===== src/rtl/si5340_i2c_responder_pkg.sv =====
// Shared definitions for the Si5340 I2C responder.
// Holds the default target address, byte width, glitch-filter tap count,
// the r_w bit encoding and the responder FSM state type.
package si5340_i2c_responder_pkg;

    localparam logic [6:0] SLAVE_ADDR    = 7'b111_0100;
    localparam int         DATA_WIDTH    = 8;
    localparam int         I2C_FILT_TAPS = 3;

    typedef enum logic {
        RW_WRITE = 1'b0,
        RW_READ  = 1'b1
    } r_w_e;

    typedef enum logic [3:0] {
        ST_IDLE,
        ST_ADDR,
        ST_ADDR_ACK,
        ST_REG,
        ST_REG_ACK,
        ST_WDATA,
        ST_WDATA_ACK,
        ST_RDATA,
        ST_RDATA_ACK,
        ST_IGNORE
    } state_e;

endpackage


===== src/rtl/si5340_i2c_responder_i2c_line_cond.sv =====
// I2C line conditioner: 2-FF synchronizer, optional 3-tap majority glitch
// filter (enabled by defining I2C_GLITCH_FILTER_EN), and rise/fall flags.
// Ports:
//   clk_i, rst_i   system clock, synchronous active-high reset
//   line_i         asynchronous SCL or SDA input
//   level_o        conditioned line level
//   rise_o/fall_o  one-cycle edge flags of level_o
module i2c_line_cond
    import si5340_i2c_responder_pkg::*;
(
    input  logic clk_i,
    input  logic rst_i,
    input  logic line_i,
    output logic level_o,
    output logic rise_o,
    output logic fall_o
);

    logic [1:0] sync;
    logic       filt;
    logic       prev;

    // Reset to the idle-high bus level so no edge is flagged out of reset.
    always_ff @(posedge clk_i) begin
        if (rst_i) sync <= '1;
        else       sync <= {sync[0], line_i};
    end

`ifdef I2C_GLITCH_FILTER_EN
    logic [I2C_FILT_TAPS-1:0] taps;

    // A pulse shorter than 2 clk only ever occupies one tap and loses the vote.
    always_ff @(posedge clk_i) begin
        if (rst_i) begin
            taps <= '1;
            filt <= 1'b1;
        end else begin
            taps <= {taps[I2C_FILT_TAPS-2:0], sync[1]};
            filt <= (taps[0] & taps[1]) | (taps[0] & taps[2]) | (taps[1] & taps[2]);
        end
    end
`else
    assign filt = sync[1];
`endif

    always_ff @(posedge clk_i) begin
        if (rst_i) prev <= 1'b1;
        else       prev <= filt;
    end

    assign level_o = filt;
    assign rise_o  = filt & ~prev;
    assign fall_o  = ~filt & prev;

endmodule


===== src/rtl/si5340_i2c_responder.sv =====
// Si5340 register-interface I2C target. Decodes START/STOP, address,
// register and data bytes, forwards writes and read requests to a 16-bit
// {page,reg} register space. Optional input glitch filter: I2C_GLITCH_FILTER_EN.
// Ports:
//   clk_i, rst_i        system clock, synchronous active-high reset
//   scl_i, sda_i        asynchronous I2C lines
//   sda_oe_o            1 = pull SDA low
//   wr_valid_o/addr/data  one-cycle write strobe with {page,reg} and data
//   rd_req_o/rd_addr_o  one-cycle read request with {page,reg}
//   rd_data_i           read data, valid RD_LAT cycles after rd_req_o
//   busy_o              1 from START until STOP
module si5340_i2c_responder
    import si5340_i2c_responder_pkg::*;
#(
    parameter logic [6:0] DEV_ADDR   = SLAVE_ADDR,
    parameter int         DATA_WIDTH = si5340_i2c_responder_pkg::DATA_WIDTH,
    parameter logic [7:0] PAGE_REG   = 8'h01,
    parameter int         RD_LAT     = 2
) (
    input  logic                      clk_i,
    input  logic                      rst_i,
    input  logic                      scl_i,
    input  logic                      sda_i,
    output logic                      sda_oe_o,
    output logic                      wr_valid_o,
    output logic [2*DATA_WIDTH-1:0]   wr_addr_o,
    output logic [DATA_WIDTH-1:0]     wr_data_o,
    output logic                      rd_req_o,
    output logic [2*DATA_WIDTH-1:0]   rd_addr_o,
    input  logic [DATA_WIDTH-1:0]     rd_data_i,
    output logic                      busy_o
);

    localparam int CW = $clog2(DATA_WIDTH);
    localparam int LW = $clog2(RD_LAT + 1);

    logic scl, scl_rise, scl_fall;
    logic sda, sda_rise, sda_fall;

    i2c_line_cond u_scl (
        .clk_i  (clk_i),
        .rst_i  (rst_i),
        .line_i (scl_i),
        .level_o(scl),
        .rise_o (scl_rise),
        .fall_o (scl_fall)
    );

    i2c_line_cond u_sda (
        .clk_i  (clk_i),
        .rst_i  (rst_i),
        .line_i (sda_i),
        .level_o(sda),
        .rise_o (sda_rise),
        .fall_o (sda_fall)
    );

    state_e                  state;
    r_w_e                    rw;
    logic [CW-1:0]           cnt;
    logic [DATA_WIDTH-1:0]   sh;
    logic [DATA_WIDTH-1:0]   page;
    logic [DATA_WIDTH-1:0]   reg_idx;
    logic [LW-1:0]           lat;
    logic [DATA_WIDTH-1:0]   byte_in;
    logic                    last_bit;
    logic                    start_c;
    logic                    stop_c;

    assign start_c  = sda_fall & scl;
    assign stop_c   = sda_rise & scl;
    assign byte_in  = {sh[DATA_WIDTH-2:0], sda};
    assign last_bit = (cnt == CW'(DATA_WIDTH - 1));

    always_ff @(posedge clk_i) begin
        if (rst_i) begin
            state      <= ST_IDLE;
            rw         <= RW_WRITE;
            cnt        <= '0;
            sh         <= '0;
            page       <= '0;
            reg_idx    <= '0;
            lat        <= '0;
            sda_oe_o   <= 1'b0;
            wr_valid_o <= 1'b0;
            wr_addr_o  <= '0;
            wr_data_o  <= '0;
            rd_req_o   <= 1'b0;
            rd_addr_o  <= '0;
            busy_o     <= 1'b0;
        end else begin
            wr_valid_o <= 1'b0;
            rd_req_o   <= 1'b0;
            if (stop_c) begin
                state    <= ST_IDLE;
                sda_oe_o <= 1'b0;
                busy_o   <= 1'b0;
            end else if (start_c) begin
                state    <= ST_ADDR;
                cnt      <= '0;
                lat      <= '0;
                sda_oe_o <= 1'b0;
                busy_o   <= 1'b1;
            end else begin
                case (state)
                    ST_ADDR, ST_REG, ST_WDATA: begin
                        if (scl_rise) begin
                            sh  <= byte_in;
                            cnt <= cnt + 1'b1;
                            if (last_bit) begin
                                cnt <= '0;
                                if (state == ST_ADDR) begin
                                    if (byte_in[7:1] == DEV_ADDR) begin
                                        rw    <= r_w_e'(byte_in[0]);
                                        state <= ST_ADDR_ACK;
                                    end else begin
                                        state <= ST_IGNORE;
                                    end
                                end else if (state == ST_REG) begin
                                    reg_idx <= byte_in;
                                    state   <= ST_REG_ACK;
                                end else begin
                                    wr_valid_o <= 1'b1;
                                    wr_addr_o  <= {page, reg_idx};
                                    wr_data_o  <= byte_in;
                                    if (reg_idx == PAGE_REG) page <= byte_in;
                                    reg_idx <= reg_idx + 1'b1;
                                    state   <= ST_WDATA_ACK;
                                end
                            end
                        end
                    end
                    // First scl fall starts the ACK bit, second one ends it.
                    ST_ADDR_ACK, ST_REG_ACK, ST_WDATA_ACK: begin
                        if (scl_fall) begin
                            if (!sda_oe_o) begin
                                sda_oe_o <= 1'b1;
                            end else begin
                                sda_oe_o <= 1'b0;
                                cnt      <= '0;
                                if (state == ST_ADDR_ACK && rw == RW_READ) begin
                                    state     <= ST_RDATA;
                                    rd_req_o  <= 1'b1;
                                    rd_addr_o <= {page, reg_idx};
                                    lat       <= LW'(RD_LAT);
                                end else if (state == ST_ADDR_ACK) begin
                                    state <= ST_REG;
                                end else begin
                                    state <= ST_WDATA;
                                end
                            end
                        end
                    end
                    // Waiting on read latency, then the MSB goes out immediately
                    // since the scl fall that would normally drive it has passed.
                    ST_RDATA: begin
                        if (lat != '0) begin
                            lat <= lat - 1'b1;
                            if (lat == LW'(1)) begin
                                sh       <= rd_data_i;
                                sda_oe_o <= ~rd_data_i[DATA_WIDTH-1];
                                cnt      <= '0;
                            end
                        end else if (scl_fall) begin
                            if (last_bit) begin
                                sda_oe_o <= 1'b0;
                                state    <= ST_RDATA_ACK;
                            end else begin
                                cnt      <= cnt + 1'b1;
                                sh       <= {sh[DATA_WIDTH-2:0], 1'b0};
                                sda_oe_o <= ~sh[DATA_WIDTH-2];
                            end
                        end
                    end
                    ST_RDATA_ACK: begin
                        if (scl_rise) begin
                            if (sda) state   <= ST_IGNORE;
                            else     reg_idx <= reg_idx + 1'b1;
                        end else if (scl_fall) begin
                            state     <= ST_RDATA;
                            rd_req_o  <= 1'b1;
                            rd_addr_o <= {page, reg_idx};
                            lat       <= LW'(RD_LAT);
                            cnt       <= '0;
                        end
                    end
                    default: ;
                endcase
            end
        end
    end

endmodule

===== config.mk =====
export PLATFORM = sky130hd
export DESIGN_NAME = si5340_i2c_responder
export DESIGN_NICKNAME = d
export VERILOG_FILES = /design/src/rtl/si5340_i2c_responder_pkg.sv /design/src/rtl/si5340_i2c_responder_i2c_line_cond.sv /design/src/rtl/si5340_i2c_responder.sv
export SDC_FILE = /design/constraint.sdc
export NUM_CORES = 1
export LEC_CHECK = 0
export BUFFER_PORTS_ARGS = -buffer_cell sky130_fd_sc_hd__clkbuf_2
export CAP_MARGIN = 10
export CORE_UTILIZATION = 51
export DETAILED_ROUTE_END_ITERATION = 10
export GPL_TIMING_DRIVEN = 0
export PLACE_DENSITY = 0.83
export REMOVE_ABC_BUFFERS = 1
export SLEW_MARGIN = 10
export SYNTH_ARGS = -nofsm -noshare
export SYNTH_HDL_FRONTEND = slang
export SYNTH_HIERARCHICAL = 1
export SYNTH_SLANG_ARGS = --single-unit
export TNS_END_PERCENT = 5

===== constraint.sdc =====
create_clock -name clk_i -period 2.2 [get_ports clk_i]
set_input_delay 0.22 -clock clk_i [delete_from_list [all_inputs] [get_ports clk_i]]
set_output_delay 0.22 -clock clk_i [all_outputs]
set_load 0.05 [all_outputs]

== Yosys cells after proc, flatten, opt, wreduce, memory -nomap -nowiden ==
Cells that the tools add are included.

* Register bits: 83
* Input bits: 12
* Output and inout port bits: 44

* $add $sub $neg: 3
* Eq/ne operators: 46
* Mux-type cells: 70
* Bitwise logic cells: 19
* Reductions and logical operators: 25

{| class="wikitable"
|+ Operators by type and width
! cell !! count
|-
| 16-bit 2-to-1 mux || 5
|-
| 4-bit 2-to-1 mux || 12
|-
| 8-bit 2-to-1 mux || 6
|-
| 3-bit inequality test (second input constant) || 15
|-
| 3-bit 2-to-1 mux || 13
|-
| 7-bit 2-to-1 mux || 5
|-
| 16-bit one-hot mux with 2 select lines || 1
|-
| 8-bit AND reduction || 4
|-
| 10-bit AND reduction || 3
|-
| 2-bit inequality test (second input constant) || 13
|-
| 7-bit AND reduction || 3
|-
| 4-bit by 3-bit equality test with 1-bit output (second input constant) || 4
|-
| 2-bit 2-to-1 mux || 8
|-
| 4-bit inequality test (second input constant) || 4
|-
| 4-bit one-hot mux with 4 select lines || 1
|-
| 8-bit one-hot mux with 2 select lines || 1
|-
| 7-bit one-hot mux with 2 select lines || 1
|-
| 1-bit 2-to-1 mux || 13
|-
| 1-bit inverter || 13
|-
| 3-bit one-hot mux with 4 select lines || 1
|-
| 2-bit nonzero test || 5
|-
| 3-bit OR reduction || 3
|-
| 8-bit by 1-bit adder with 8-bit output (second input constant) || 1
|-
| 4-bit by 2-bit equality test with 1-bit output (second input constant) || 2
|-
| 19 further kinds || 26
|}

== Depth between registers and ports, before layout ==
* Word-level depth: 7
* Mapped depth: 9
* Mapped depth without buffers: 7

== By module ==
Netlist, hierarchy kept.

{| class="wikitable"
|+ Modules (own cells, without submodules)
! module !! times used !! cells each !! area each (um2) !! sequential area each (um2)
|-
| si5340_i2c_responder || 1 || 428 || 3753.6 || 1541.5
|-
| i2c_line_cond || 2 || 8 || 92.6 || 60.1
|}

== Worst setup path before layout ==
No wires, ideal clock.

* Path type: register -> register
* From: reg u_scl.sync[1]
* To: reg reg_idx[0]
* Setup time: 0.074 ns
* Arrival: 2.184 ns
* Setup slack: -0.058 ns
* Stages on the path, launching flop included: 8
* Buffers on the path: 1
* Cell sequence: dfxtp_1 -> nor2b_1 -> buf_4 -> nor3b_1 -> a21boi_1 -> or4_1 -> or3_1 -> a31oi_1

* Longest elaborated chain between the ends: 3
* Elaborated cells on any way between the ends: 8
* Classes of those cells: eq/ne: 2; bitwise: 5; reduce/logical: 1

{| class="wikitable"
|+ Ends and longest elaborated chain
! element !! RTL line !! text
|-
| start: declaration || si5340_i2c_responder_i2c_line_cond.sv:19 || <nowiki>logic [1:0] sync;</nowiki>
|-
| start signal: assignment || si5340_i2c_responder_i2c_line_cond.sv:26 || <nowiki>else sync <= {sync[0], line_i};</nowiki>
|-
| 1-bit bitwise AND * || si5340_i2c_responder_i2c_line_cond.sv:52 || <nowiki>assign rise_o = filt & ~prev;</nowiki>
|-
| via scl_rise || si5340_i2c_responder.sv:37 || <nowiki>logic scl, scl_rise, scl_fall;</nowiki>
|-
| 2-bit inequality test (no line) || - ||
|-
| 8-bit AND reduction (no line) * || - ||
|-
| end signal: assignment || si5340_i2c_responder.sv:120 || <nowiki>reg_idx <= byte_in;</nowiki>
|-
| end signal: assignment || si5340_i2c_responder.sv:127 || <nowiki>reg_idx <= reg_idx + 1'b1;</nowiki>
|-
| end signal: assignment || si5340_i2c_responder.sv:178 || <nowiki>else reg_idx <= reg_idx + 1'b1;</nowiki>
|-
| end: declaration || si5340_i2c_responder.sv:63 || <nowiki>logic [DATA_WIDTH-1:0] reg_idx;</nowiki>
|}

The timed path passes the listed nets; every way through them passes the cells marked *.
A chain may end at the register's enable or synchronous reset.

== Worst setup path in the final report ==
* From: reg state[3]
* To: reg state[2]

* Longest elaborated chain between the ends: 6
* Elaborated cells on any way between the ends: 30
* Classes of those cells: eq/ne: 17; mux: 8; reduce/logical: 5

{| class="wikitable"
|+ Ends and longest elaborated chain
! element !! RTL line !! text
|-
| start: declaration || si5340_i2c_responder.sv:58 || <nowiki>state_e state;</nowiki>
|-
| start signal: assignment || si5340_i2c_responder.sv:77 || <nowiki>state <= ST_IDLE;</nowiki>
|-
| start signal: assignment || si5340_i2c_responder.sv:95 || <nowiki>state <= ST_IDLE;</nowiki>
|-
| start signal: assignment || si5340_i2c_responder.sv:99 || <nowiki>state <= ST_ADDR;</nowiki>
|-
| 4-bit by 2-bit equality test with 1-bit output || si5340_i2c_responder.sv:105, si5340_i2c_responder.sv:141, si5340_i2c_responder.sv:146 ||
|-
| 3-bit 2-to-1 mux / 1-bit logical AND (equally long branches) || si5340_i2c_responder.sv:146, si5340_i2c_responder.sv:141 ||
|-
| 3-bit 2-to-1 mux || si5340_i2c_responder.sv:141 || <nowiki>if (state == ST_ADDR_ACK && rw == RW_READ) begin</nowiki>
|-
| 4-bit 2-to-1 mux || si5340_i2c_responder.sv:136 || <nowiki>if (!sda_oe_o) begin</nowiki>
|-
| 4-bit 2-to-1 mux || si5340_i2c_responder.sv:135 || <nowiki>if (scl_fall) begin</nowiki>
|-
| 4-bit one-hot mux with 4 select lines || si5340_i2c_responder.sv:105 || <nowiki>case (state)</nowiki>
|}

Several ways; a longest one is shown, not always the timed one. The select of a mux whose other input is x is not followed.

==> impl_summary.txt <==
----------------------------------------------------
[Global route]
  Antenna violations before repair ... 0
  Number of global-route vias before repair ... 3174
  Largest net degree at the start of global routing ... 77
  GRT overflow ... 0
  GRT Total Usage ... a little under a quarter
  Global-route wire length before repair ... 15.44 mm

[Synth]
  Post-synthesis async set-or-reset flop share ... 0%
  Area share of fa/ha/maj cells after synthesis ... 1.906%
  Number of warnings issued by yosys ... 6
  Simple logic cell fraction of the synthesized area ... 22.59%
  Mux share of post-synthesis cell area ... roughly 13%
  Syn Std Cell Area ... 3939 sq um
  Post-synthesis sequential element count ... 83
  Syn avg cell area ... 8.871 sq um
  Post-synth EDFFs ... 0
  Number of distinct library cells after synthesis ... between 60 and 70
  Combinational family with the most area after synthesis ... simple AND/OR/NAND/NOR gates
  Complex-gate fraction of the synthesized area ... 15.69%
  Post-synthesis sequential area ratio ... 42.19%
  Gate count of the mapped netlist ... 444
  Most frequently used flop master after synthesis ... dfxtp_1
  Synth Area in XOR/XNOR ... less than 1%

[Clock network]
  Deepest level of the CTS H-tree ... 3
  Number of buffers inserted during clock tree synthesis ... 9
  Clock transition at the register clock pins on the worst setup and hold paths after CTS ... approximately 0.090 ns
  Buffers from clock root to sink, at most ... 2
  Latest clock arrival within the worst-skew pair ... 0.36 ns
  TritonCTS sink count ... a little over 80
  Clock tree root buffer cell ... clkbuf_8
  Count of hold buffers inserted by post-cts repair ... 0
  TritonCTS clock tree ... yes

[Floorplanning]
  Die Span Y ... 89.88 um
  Total core area ... 7370 sq um
  DIE AREA ... 8078 sq um
  Effective utilization at floorplan ... between 50% and 60%
  # rows ... 31
  Boundary pin count ... between 50 and 60
  Die X ... about 90 um

[Critical path]
  Cell type of the slowest stage on the worst timing path ... or4b_1
  Number of cells on the worst reg-to-reg path ... 5
  Critical Path AT ... 2.46 ns
  Peak per-stage delay on the critical path ... 0.53 ns
  Cell chain of the critical path ... and4b_2 -> a22o_1 -> or3_4 -> or4b_1 -> a21oi_1
  Startpoint-to-endpoint class of the critical path ... reg -> reg
  Setup crit end kind ... flip-flop
  Type of element launching the critical path ... flip-flop
  Required time at the endpoint of the critical path ... 2.49 ns
  Critical path peak fanout ... 20

[Cells and area]
  Sequential standard cell area ... between 1500 and 2000 sq um
  Most common library cell in the layout ignoring fill and taps ... dfxtp_1
  Most frequent cells in the layout ... 76 x dfxtp_1, 69 x nor2_1, 54 x clkbuf_2
  Number of nets at the end of the flow ... 506
  Area taken by multi-input logic gates ... 2222 sq um
  Layout filler cell count ... ~600
  Area growth from synthesis to layout ... 17.79%
  Fraction of layout instances using a drive strength above 1 ... 21.91%
  Antenna diodes ... 0
  Util after Layout ... 62.95%

[STA]
  Max Transition Viols Final ... 0
  Slew at the pin with the worst max-slew slack ... about 0.79 ns
  Final Hold Violating Endpoints ... 0
  Final clock period utilization by the worst path ... 98.61%
  Final worst hold slack ... 0.03384 ns
  RSZ-0062 raised after global routing ... yes
  Relative slew slack ... between 40% and 50%
  Final worst clock skew ... 0.01196 ns
  Final critical path time including I/O delays and setup ... 2.169 ns
  Final count of negative-setup-slack endpoints ... 0
  Maximum clock frequency ... 0.4609 GHz

[Drt]
  Wire per inst ... 15.95 um
  Post-detailed-routing wire length ... 9.445 mm
  Remaining antenna violation count ... 0
  Drt first pass iters ... 5
  Avg Vias per Cell ... 5.889
  Count of unresolved DRC violations after routing ... 0
  Iter 0 DRT Violations ... 258
  Routed vias ... around 3.5k

[Job]
  Number of max-capacitance violations reported ... 0

[Place]
  Placer's final routability congestion estimate ... 0.9388
  Buffers on Ports ... between 50 and 60
  Final HPWL DP ... 6.228 mm

[Worst hold path]
  Hold Crit Depth ... 2
  Type of the tightest min-delay check ... in -> reg

[Pwr]
  Cell area power density ... about 750 nW/um^2
  Leakage Power ... 0.001865 uW
  Worst vdd rail ir drop ... 441.7 uV

[Outcome]
  Result of the run ... completed

----------------------------------------------------
-- per-stage QoR --
step / instances / TNS [ns] / worst slack, ns / power [uW] / cell area (sq um)
floorplan: 412 / -28.57 / -1.139 / 2195 / 3794
global placement: 566 / -81.40 / -2.255 / 2365 / 4193
detailed placement: 568 / -44.79 / -1.191 / 2381 / 4225
finish: 592 / 0 / 0.03051 / 3474 / 4639
global route: 592 / -0.05076 / -0.04585 / 3646 / 4639
CTS: 591 / -0.004075 / -0.004075 / 3426 / 4578
-- routing by layer --
layer | track usage (%) | wire, um | vias to the layer above
li1 | - | - | 1688
met3 | 4.738 | 584 | 16
met1 | 31.33 | 4135 | 1642
met2 | 37.44 | 4555 | 140
met4 | 10.08 | 170 | 0
met5 | 0 | 0 | -
-- cell families after synthesis --
group           after synthesis
compound gates               90
buf+inv                      40
flops                        83
mux                          51
simple gates                173
fa+ha+maj                     6
xor+xnor                      1
-- synthesized netlist by cell type (all sizes together), types with 5 or more instances --
| master | n | share of area (%) |
|---|---|---|
| nand4 | 5 | 0.79 |
| a21oi | 24 | 3.0 |
| nor2 | 71 | 7.0 |
| nor2b | 9 | 1.4 |
| ha | 6 | 1.9 |
| inv | 8 | 0.76 |
| or2 | 6 | 0.95 |
| dfxtp | 83 | 42 |
| nor3b | 6 | 1.1 |
| a311oi | 6 | 1.3 |
| nor3 | 6 | 0.76 |
| o21ai | 17 | 2.2 |
| nand2 | 32 | 3.0 |
| o32ai | 5 | 1.1 |
| nand3 | 6 | 0.76 |
| mux2i | 51 | 13 |
| buf | 13 | 1.9 |
| clkbuf | 19 | 1.8 |
-- power breakdown --
group / total [uW] / internal, uW / switching (uW)
registers: 1730 / 1560 / 170
logic: 718 / 322 / 396
clock network: 1030 / 451 / 578
total: 3470 / 2330 / 1140
-- final timing paths --
kind	from	endpoint	slack, ns
setup / recovery	state[3]$_SDFFE_PP0P_	state[2]$_SDFFE_PP0P_	0.03
hold / removal	sda_i	u_sda/sync[0]$_SDFF_PP1_	0.03
setup reg to reg	state[3]$_SDFFE_PP0P_	state[2]$_SDFFE_PP0P_	0.03
hold reg to reg	u_scl/sync[0]$_SDFF_PP1_	u_scl/sync[1]$_SDFF_PP1_	0.40
-- sequential cells by signal (all words and copies together), names as in the netlist, 3 cells and up --
register	flops
reg_idx	8
cnt	3
page	8
rd_addr_o	16
wr_data_o	8
wr_addr_o	16
sh	7
state	4
-- final cells by class --
type / instances / area share, %
clock buffer: 10 / 2.967
clock inverter: 6 / 1.025
inverter: 8 / 0.6472
multi-input combinational: 321 / 47.90
sequential: 83 / 36.33
tap: 99 / 2.670
timing repair buffer: 65 / 8.468
-- critical path, delay by kind of cell (launching register included) --
| family | cells | cell delay, ns |
|---|---|---|
| and+or+nand+nor | 3 | 1.23 |
| DFF | 1 | 0.48 |
| AOI/OAI and AO/OA | 2 | 0.39 |
-- timing repair --
action | 4_1_cts | 5_1_grt
resized for setup | 27 | 11
setup endpoints to repair | 71 | 20
cloned | 0 | 0
setup buffers | 7 | 1
pin swaps | 3 | 2
Note: power is estimated with default switching activity, not from simulation.
